===== src/rtl/step_pulse_gen.sv =====
// Step/direction pulse generator for one stepper axis.
// A move request latches direction, period and step count. The direction is
// held for DIR_SETUP cycles before the first step. Then exactly `steps` pulses
// are emitted, each PULSE_W cycles high, one every period_eff cycles.
// A start/busy/done handshake reports completion. An abort request ends the
// move early but never truncates a pulse that is already high.
module step_pulse_gen #(
  parameter int PER_W     = 16,
  parameter int CNT_W     = 16,
  parameter int PULSE_W   = 2,
  parameter int DIR_SETUP = 4
) (
  input  logic             clk,
  input  logic             rst_n,
  input  logic             start,
  input  logic             dir_in,
  input  logic [PER_W-1:0] period,
  input  logic [CNT_W-1:0] steps,
  input  logic             abort,
  output logic             step_out,
  output logic             dir_out,
  output logic             busy,
  output logic             done,
  output logic             aborted,
  output logic [CNT_W-1:0] steps_left
);

  // Phase counter width: large enough for any period, setup or pulse length.
  localparam int CW_A = (PER_W > DIR_SETUP) ? PER_W : DIR_SETUP;
  localparam int CW   = (CW_A > PULSE_W) ? CW_A : PULSE_W;

  localparam logic [CW-1:0]    CW_ZERO    = CW'(0);
  localparam logic [CW-1:0]    CW_ONE     = CW'(1);
  localparam logic [CW-1:0]    SETUP_LOAD = CW'(DIR_SETUP - 1);
  localparam logic [CW-1:0]    HIGH_LOAD  = CW'(PULSE_W - 1);
  // The shortest legal period leaves at least one low cycle between pulses.
  localparam logic [PER_W-1:0] PER_MIN    = PER_W'(PULSE_W + 1);
  localparam logic [CNT_W-1:0] LEFT_ZERO  = CNT_W'(0);
  localparam logic [CNT_W-1:0] LEFT_ONE   = CNT_W'(1);

  typedef enum logic [1:0] {
    ST_IDLE  = 2'd0,
    ST_SETUP = 2'd1,
    ST_HIGH  = 2'd2,
    ST_LOW   = 2'd3
  } state_t;

  state_t           state_r;
  logic [CW-1:0]    cnt_r;
  logic [PER_W-1:0] period_eff_r;
  logic             abort_pend_r;
  logic             step_r;
  logic             dir_r;
  logic             busy_r;
  logic             done_r;
  logic             aborted_r;
  logic [CNT_W-1:0] steps_left_r;

  logic [PER_W-1:0] period_eff_s;
  logic [CW-1:0]    low_load_s;
  logic [CW-1:0]    cnt_dec_s;
  logic [CNT_W-1:0] left_dec_s;
  logic             cnt_zero_s;

  // Derived values: clamped period, LOW reload, and decremented counters.
  always_comb begin
    period_eff_s = period;
    if (period < PER_MIN) begin
      period_eff_s = PER_MIN;
    end else begin
      period_eff_s = period;
    end
    // LOW lasts period_eff - PULSE_W cycles; the counter runs down to zero.
    low_load_s = CW'(period_eff_r - PER_MIN);
    cnt_dec_s  = cnt_r - CW_ONE;
    left_dec_s = steps_left_r - LEFT_ONE;
    cnt_zero_s = (cnt_r == CW_ZERO);
  end

  // Move sequencer: state, phase counter, and all registered outputs.
  always_ff @(posedge clk or negedge rst_n) begin
    if (!rst_n) begin
      state_r      <= ST_IDLE;
      cnt_r        <= CW_ZERO;
      period_eff_r <= PER_MIN;
      abort_pend_r <= 1'b0;
      step_r       <= 1'b0;
      dir_r        <= 1'b0;
      busy_r       <= 1'b0;
      done_r       <= 1'b0;
      aborted_r    <= 1'b0;
      steps_left_r <= LEFT_ZERO;
    end else begin
      done_r    <= 1'b0;
      aborted_r <= 1'b0;
      case (state_r)
        ST_IDLE: begin
          step_r       <= 1'b0;
          abort_pend_r <= 1'b0;
          if (start) begin
            if (steps != LEFT_ZERO) begin
              period_eff_r <= period_eff_s;
              dir_r        <= dir_in;
              busy_r       <= 1'b1;
              steps_left_r <= steps;
              cnt_r        <= SETUP_LOAD;
              state_r      <= ST_SETUP;
            end else begin
              // Zero-length move: acknowledge immediately, touch nothing else.
              done_r <= 1'b1;
            end
          end
        end
        ST_SETUP: begin
          if (abort) begin
            state_r   <= ST_IDLE;
            busy_r    <= 1'b0;
            done_r    <= 1'b1;
            aborted_r <= 1'b1;
          end else if (cnt_zero_s) begin
            step_r  <= 1'b1;
            cnt_r   <= HIGH_LOAD;
            state_r <= ST_HIGH;
          end else begin
            cnt_r <= cnt_dec_s;
          end
        end
        ST_HIGH: begin
          if (cnt_zero_s) begin
            // Falling edge: the step counts as completed even when aborting.
            step_r       <= 1'b0;
            steps_left_r <= left_dec_s;
            abort_pend_r <= 1'b0;
            if (abort || abort_pend_r) begin
              state_r   <= ST_IDLE;
              busy_r    <= 1'b0;
              done_r    <= 1'b1;
              aborted_r <= 1'b1;
            end else begin
              cnt_r   <= low_load_s;
              state_r <= ST_LOW;
            end
          end else begin
            cnt_r <= cnt_dec_s;
            // Remember an abort seen mid-pulse; honour it at the falling edge.
            if (abort) begin
              abort_pend_r <= 1'b1;
            end else begin
              abort_pend_r <= abort_pend_r;
            end
          end
        end
        ST_LOW: begin
          if (cnt_zero_s && (steps_left_r == LEFT_ZERO)) begin
            // Normal end takes priority over a coincident abort.
            state_r   <= ST_IDLE;
            busy_r    <= 1'b0;
            done_r    <= 1'b1;
            aborted_r <= 1'b0;
          end else if (abort) begin
            state_r   <= ST_IDLE;
            busy_r    <= 1'b0;
            done_r    <= 1'b1;
            aborted_r <= 1'b1;
          end else if (cnt_zero_s) begin
            step_r  <= 1'b1;
            cnt_r   <= HIGH_LOAD;
            state_r <= ST_HIGH;
          end else begin
            cnt_r <= cnt_dec_s;
          end
        end
        default: begin
          state_r      <= ST_IDLE;
          step_r       <= 1'b0;
          busy_r       <= 1'b0;
          abort_pend_r <= 1'b0;
        end
      endcase
    end
  end

  assign step_out   = step_r;
  assign dir_out    = dir_r;
  assign busy       = busy_r;
  assign done       = done_r;
  assign aborted    = aborted_r;
  assign steps_left = steps_left_r;

endmodule


===== config.mk =====
export PLATFORM = sky130hd
export DESIGN_NAME = step_pulse_gen
export DESIGN_NICKNAME = d
export VERILOG_FILES = /design/src/rtl/step_pulse_gen.sv
export SDC_FILE = /design/constraint.sdc
export NUM_CORES = 1
export LEC_CHECK = 0
export CORE_ASPECT_RATIO = 0.9
export CORE_MARGIN = 2
export CORE_UTILIZATION = 30
export CTS_BUF_LIST = sky130_fd_sc_hd__clkbuf_8 sky130_fd_sc_hd__clkbuf_16
export DETAILED_ROUTE_END_ITERATION = 6
export GPL_TIMING_DRIVEN = 0
export SETUP_SLACK_MARGIN = 0.5
export SYNTH_ARGS = -nofsm -noshare
export SYNTH_HDL_FRONTEND = slang
export SYNTH_SLANG_ARGS = --single-unit

===== constraint.sdc =====
create_clock -name clk -period 2.5 [get_ports clk]
set_input_delay 0.25 -clock clk [delete_from_list [all_inputs] [get_ports clk]]
set_output_delay 0.25 -clock clk [all_outputs]
set_load 0.03 [all_outputs]

Word-level counts from Yosys, hierarchy flattened. Index checks and enable logic that the tools add are counted.

Input bits: 37. Register bits: 56. Logic and storage cells: 83.

Eq/ne operators: 10. $add $sub $neg: 3. Reduce and logical (&&, ||, !) cells: 14. Mux-type cells: 45. $lt $le $gt $ge: 1.

Operators with widths (number): 16-bit 2-to-1 mux (11); 16-bit case mux with 4 select lines (1); 16-bit zero test (2); 16-bit case mux with 2 select lines (1); 16-bit by 1-bit subtractor with 16-bit output (second input constant) (2); 1-bit 2-to-1 mux (19); 16-bit by 2-bit < comparator with 1-bit output (second input constant) (1); 16-bit nonzero test (1); 16-bit by 2-bit subtractor with 16-bit output (second input constant) (1); 2-bit 2-to-1 mux (7); 1-bit case mux with 4 select lines (3); 4-bit AND reduction (3); 2-bit != test (second input constant) (5); 2-bit case mux with 4 select lines (1); 3-bit != test (second input constant) (2); 3-bit AND reduction (2); 2-bit == test (second input constant) (2); 2-bit AND reduction (2); 1-bit case mux with 3 select lines (1); 2-bit by 1-bit == test with 1-bit output (second input constant) (1); 2-bit zero test (1); 1-bit case mux with 2 select lines (1); 2-bit nonzero test (1); 1-bit logical AND (1); 1-bit logical OR (1).

Logic depth before layout (Yosys ltp).
Word-level depth: 5. Depth in mapped cells: 10. Depth with buffers taken out: 8.

Least setup slack after synthesis. Ideal clock, no wire load.

Path kind: register to register. Start: register steps_left_r[7], in the netlist steps_left[7]. End: register cnt_r[1]. Path slack: -0.369 ns. Arrival: 2.751 ns. Required time: 2.382 ns. Cell stages (with the launch flop): 8. Setup time: 0.118 ns. Cells stage by stage: dfrtp_1 > or4_1 > buf_2 > or4_4 > o41a_4 > o211ai_2 > buf_6 > o2bb2a_4.

Longest elaborated chain between the ends: 4.

Ends and longest elaborated chain: start, declared (RTL line 57) `logic [CNT_W-1:0] steps_left_r;`; start signal, assigned (RTL line 105) `steps_left_r <= steps;`; start signal, assigned (RTL line 132) `steps_left_r <= left_dec_s;`; 16-bit zero test (RTL line 154) `if (cnt_zero_s && (steps_left_r == LEFT_ZERO)) begin`; 1-bit logical AND (RTL line 154); 2-bit != test (no line); 4-bit AND reduction (no line); end signal, assigned (RTL line 140) `cnt_r <= low_load_s;`; end signal, assigned (RTL line 144) `cnt_r <= cnt_dec_s;`; end signal, assigned (RTL line 170) `cnt_r <= cnt_dec_s;`; end, declared (RTL line 49) `logic [CW-1:0] cnt_r;`.

Every way passes these cells. A chain may end at the register's enable or synchronous reset.

Worst setup path after layout.
Start: register steps_left_r[0], in the netlist steps_left[0]. End: register cnt_r[1].

The elaborated chain is that of the path after synthesis.

==> run summary <==
Crit path required time - 2690 ps
Routed wire length - 11030 µm
Worst min path class - input pin to asynchronous set/reset pin
Post-Synth XOR/XNOR Area - 3.620%
Pleak - 1.992 nW
Min Hold Slack - 440.2 ps
First-pass GRT wire length - 17540 µm
Post-synth top area cell - dfrtp_1
Hpwl dp - 7340 µm
Die H - 104.8 µm
Yosys warns - 0
TritonCTS clock tree - built
Wire length per cell after detailed routing - 16.96 µm
Syn_nets - 432
Clock slew at reported path FFs - 70 ps
Total GRT Usage - 17.85%
Cts bufs inserted - 5
Startpoint Class - flip-flop
Sequential area share after synthesis - 41.45%
Mapped Cells - 391
# setup viols final - 17
CP delay by family, top - simple AND/OR/NAND/NOR gates
Vias - 3549
CP endpoint kind - flip-flop
Fraction of layout cells with a size suffix above 1 - 30.12%
Vias per std cell - 5.460
Number of synthesized flops with an enable pin - 0
Adder-cell share of the synthesized area - 1.478%
Top_reg_cell synth - dfrtp_1
Outcome - complete, but fails checks
Ys async rst share - 100.0%
Worst VDD drop - 0.5666 mV
H-tree Lvls - 2
DR DRC count - 0
Worst-margin pin slew - 576.6 ps
Period minus WS final - 2664 ps
Post-route ant nets - 0
Initial DRC count - 196
Max Buffers Root-to-Sink - 2
Max incr delay on CP - 570 ps
Post-synthesis cell area - 0.003387 mm²
Post-route cell area - 0.005080 mm²
Skew-Pair Late Insertion Delay - 290 ps
Seq cells post-synth - 56
Internal - 3.006 mW
Layout Cells excl Fill - 650
Violated checks - setup timing
Largest net degree at the start of global routing - 38
Largest family of logic cells by synthesized area - compound AO/OA/AOI/OAI gates
NetSw - 2.321 mW
Clock power share - 13.6%
Crit path arrival time - 2850 ps
Pre-CTS setup slack - -698.7 ps
First drt pass iteration count - 4
Die Area - 0.01216 mm²
Power per Cell Area - 1049 mW/mm²
Overall Power - 5.328 mW
Post-layout net count - 538
Slew headroom - 61.56%
Proportion of synthesized area in mux cells - 5.283%
Switching share of power - 43.57%
Slowest stage cell, crit path - or4_4
Simple-gate share of the synthesized area - 22.02%
Initial core utilization - 31.07%
Clk root buf - clkbuf_16
PortBufs - 57
Logic pwr share - 54.5%
Synth cell types - 50
Slew Limit Fails - 0
Seq pwr share - 31.9%
Post-Route Skew - 5.663 ps
Gr ovfl total - 0
Critical path type - flip-flop to flip-flop
CTS sink cnt - 56
Synthesized-area fraction occupied by ao, oa, aoi and oai cells - 22.42%
Layout area overhead - 49.98%
Rows - 36
GP Congestion - 0.8723
Die Width - 116 µm
RSZ-0062 raised after global routing - true
Syn_area_per_cell - 8.662 µm²
Area share of the largest cell type after synthesis - 39.90%
Maxcap violations - 0
Most frequent cells in the layout - clkdlybuf4s50_1, dfrtp_1, nor2_1, a21oi_1, buf_4
Post-placement cell count - 601
Setup WS post-layout - -164.4 ps
Cells along the critical path - inv_2 > ha_4 > or3b_4 > or4_4 > o41a_4 > o211ai_4 > buf_6 > o2bb2a_4
Dpl cell area - 0.004225 mm²
Worst-path fanout max - 5
Initial antenna violation count - 0
Most common cell after layout, fill and taps aside - clkdlybuf4s50_1
Vias in the first global route - 3412
Synth area leaders - dfrtp_1, o21ai_0, a21oi_1, mux2_2, nor2_1
I/O pins - 58
Final Hold Viols - 0
Fin crit share - 106.6%
WP buf/inv - 2
Core area - 0.01090 mm²
N_diodes - 0
FMAX - 375.3 MHz
FILL cells - 1035
cell families (layout without fill, tap and decap cells):
logic type	Yosys count	count (layout)
flops	56	56
buf+inv	29	136
mux	16	16
simple gates	148	148
compound gates	124	124
xor+xnor	14	14
fa+ha+maj	4	4
power by group through the flow:
| stage | Combinational (mW) | Sequential (mW) | Clock, mW |
|---|---|---|---|
| 2_1_floorplan | 1.20 | 1.90 | 0 |
| 3_3_place_gp | 2.20 | 1.69 | 0 |
| 3_5_place_dp | 2.24 | 1.70 | 0 |
| 4_1_cts | 2.60 | 1.68 | 0.734 |
| 5_1_grt | 3.11 | 1.75 | 0.774 |
| 6_report | 2.90 | 1.70 | 0.724 |
cells in the mapped netlist (3+ instances only):
library cell	number
nor2_1	43
nand3_1	10
nand4_1	3
nor3b_1	6
clkbuf_1	15
inv_1	10
xor2_1	13
o22ai_1	3
nor3_1	20
dfrtp_1	54
nand2_1	26
and3_1	4
or4_1	6
nor4_1	16
ha_1	4
a22oi_1	6
mux2_2	15
o21ai_0	47
or2_2	3
o21ai_1	3
a21oi_1	43
layout make-up:
class / instances / area [µm²] / area share, %
Clock inverter: 2 / 10.01 / 0.1970
Clock buffer: 6 / 138.9 / 2.734
Multi-Input combinational cell: 306 / 2183 / 42.98
Sequential cell: 56 / 1413 / 27.81
Buffer: 19 / 162.7 / 3.202
Inverter: 10 / 37.54 / 0.7389
Timing Repair Buffer: 99 / 944.7 / 18.60
Tap cell: 152 / 190.2 / 3.744
worst paths after layout:
path	startpoint	endpoint	slack, ps	cells past startpoint
worst min register to register	dir_out$_DFFE_PN0P_	dir_out$_DFFE_PN0P_	500	1
max in group asynchronous	rst_n	steps_left[1]$_DFFE_PN0P_	1480	3
worst min-delay path	rst_n	steps_left[10]$_DFFE_PN0P_	440	2
min in group clk	dir_out$_DFFE_PN0P_	dir_out$_DFFE_PN0P_	500	1
worst max register to register	steps_left[0]$_DFFE_PN0P_	cnt_r[1]$_DFFE_PN0P_	-160	8
worst max-delay path	steps_left[0]$_DFFE_PN0P_	cnt_r[1]$_DFFE_PN0P_	-160	8
sequential cells by signal, indices dropped and copies added, names as in the netlist:
register and flops:
aborted 1, busy 1, dir_out 1, steps_left 16, step_out 1, state_r 2
cnt_r 16, done 1, abort_pend_r 1, period_eff_r 16
per-stage QoR:
| stage | util (%) | TNS [ps] |
|---|---|---|
| after floorplan | - | -1476 |
| after global placement | 38.62 | -54870 |
| after detailed placement | 38.76 | -17050 |
| after CTS | 43.91 | -1584 |
| after global routing | 46.60 | -3354 |
| final | 46.60 | -2171 |
timing repair:
item,CTS,global route
pin swaps,13,21
gates resized for setup,55,68
endpoints found under the hold margin,17,0
buffers inserted,25,11
hold buffers,1,0
endpoints found under the setup margin,55,51
cloned,3,1
routing by layer:
metal | vias to the layer above | GRT usage (%) | share of wire [%]
met4 | 0 | 5.782 | 1.4
met5 | - | 0 | 0
li1 | 1660 | - | -
met3 | 10 | 2.088 | 5.1
met2 | 113 | 26.94 | 47
met1 | 1766 | 26.42 | 46
(Power assumes the default switching activity.)
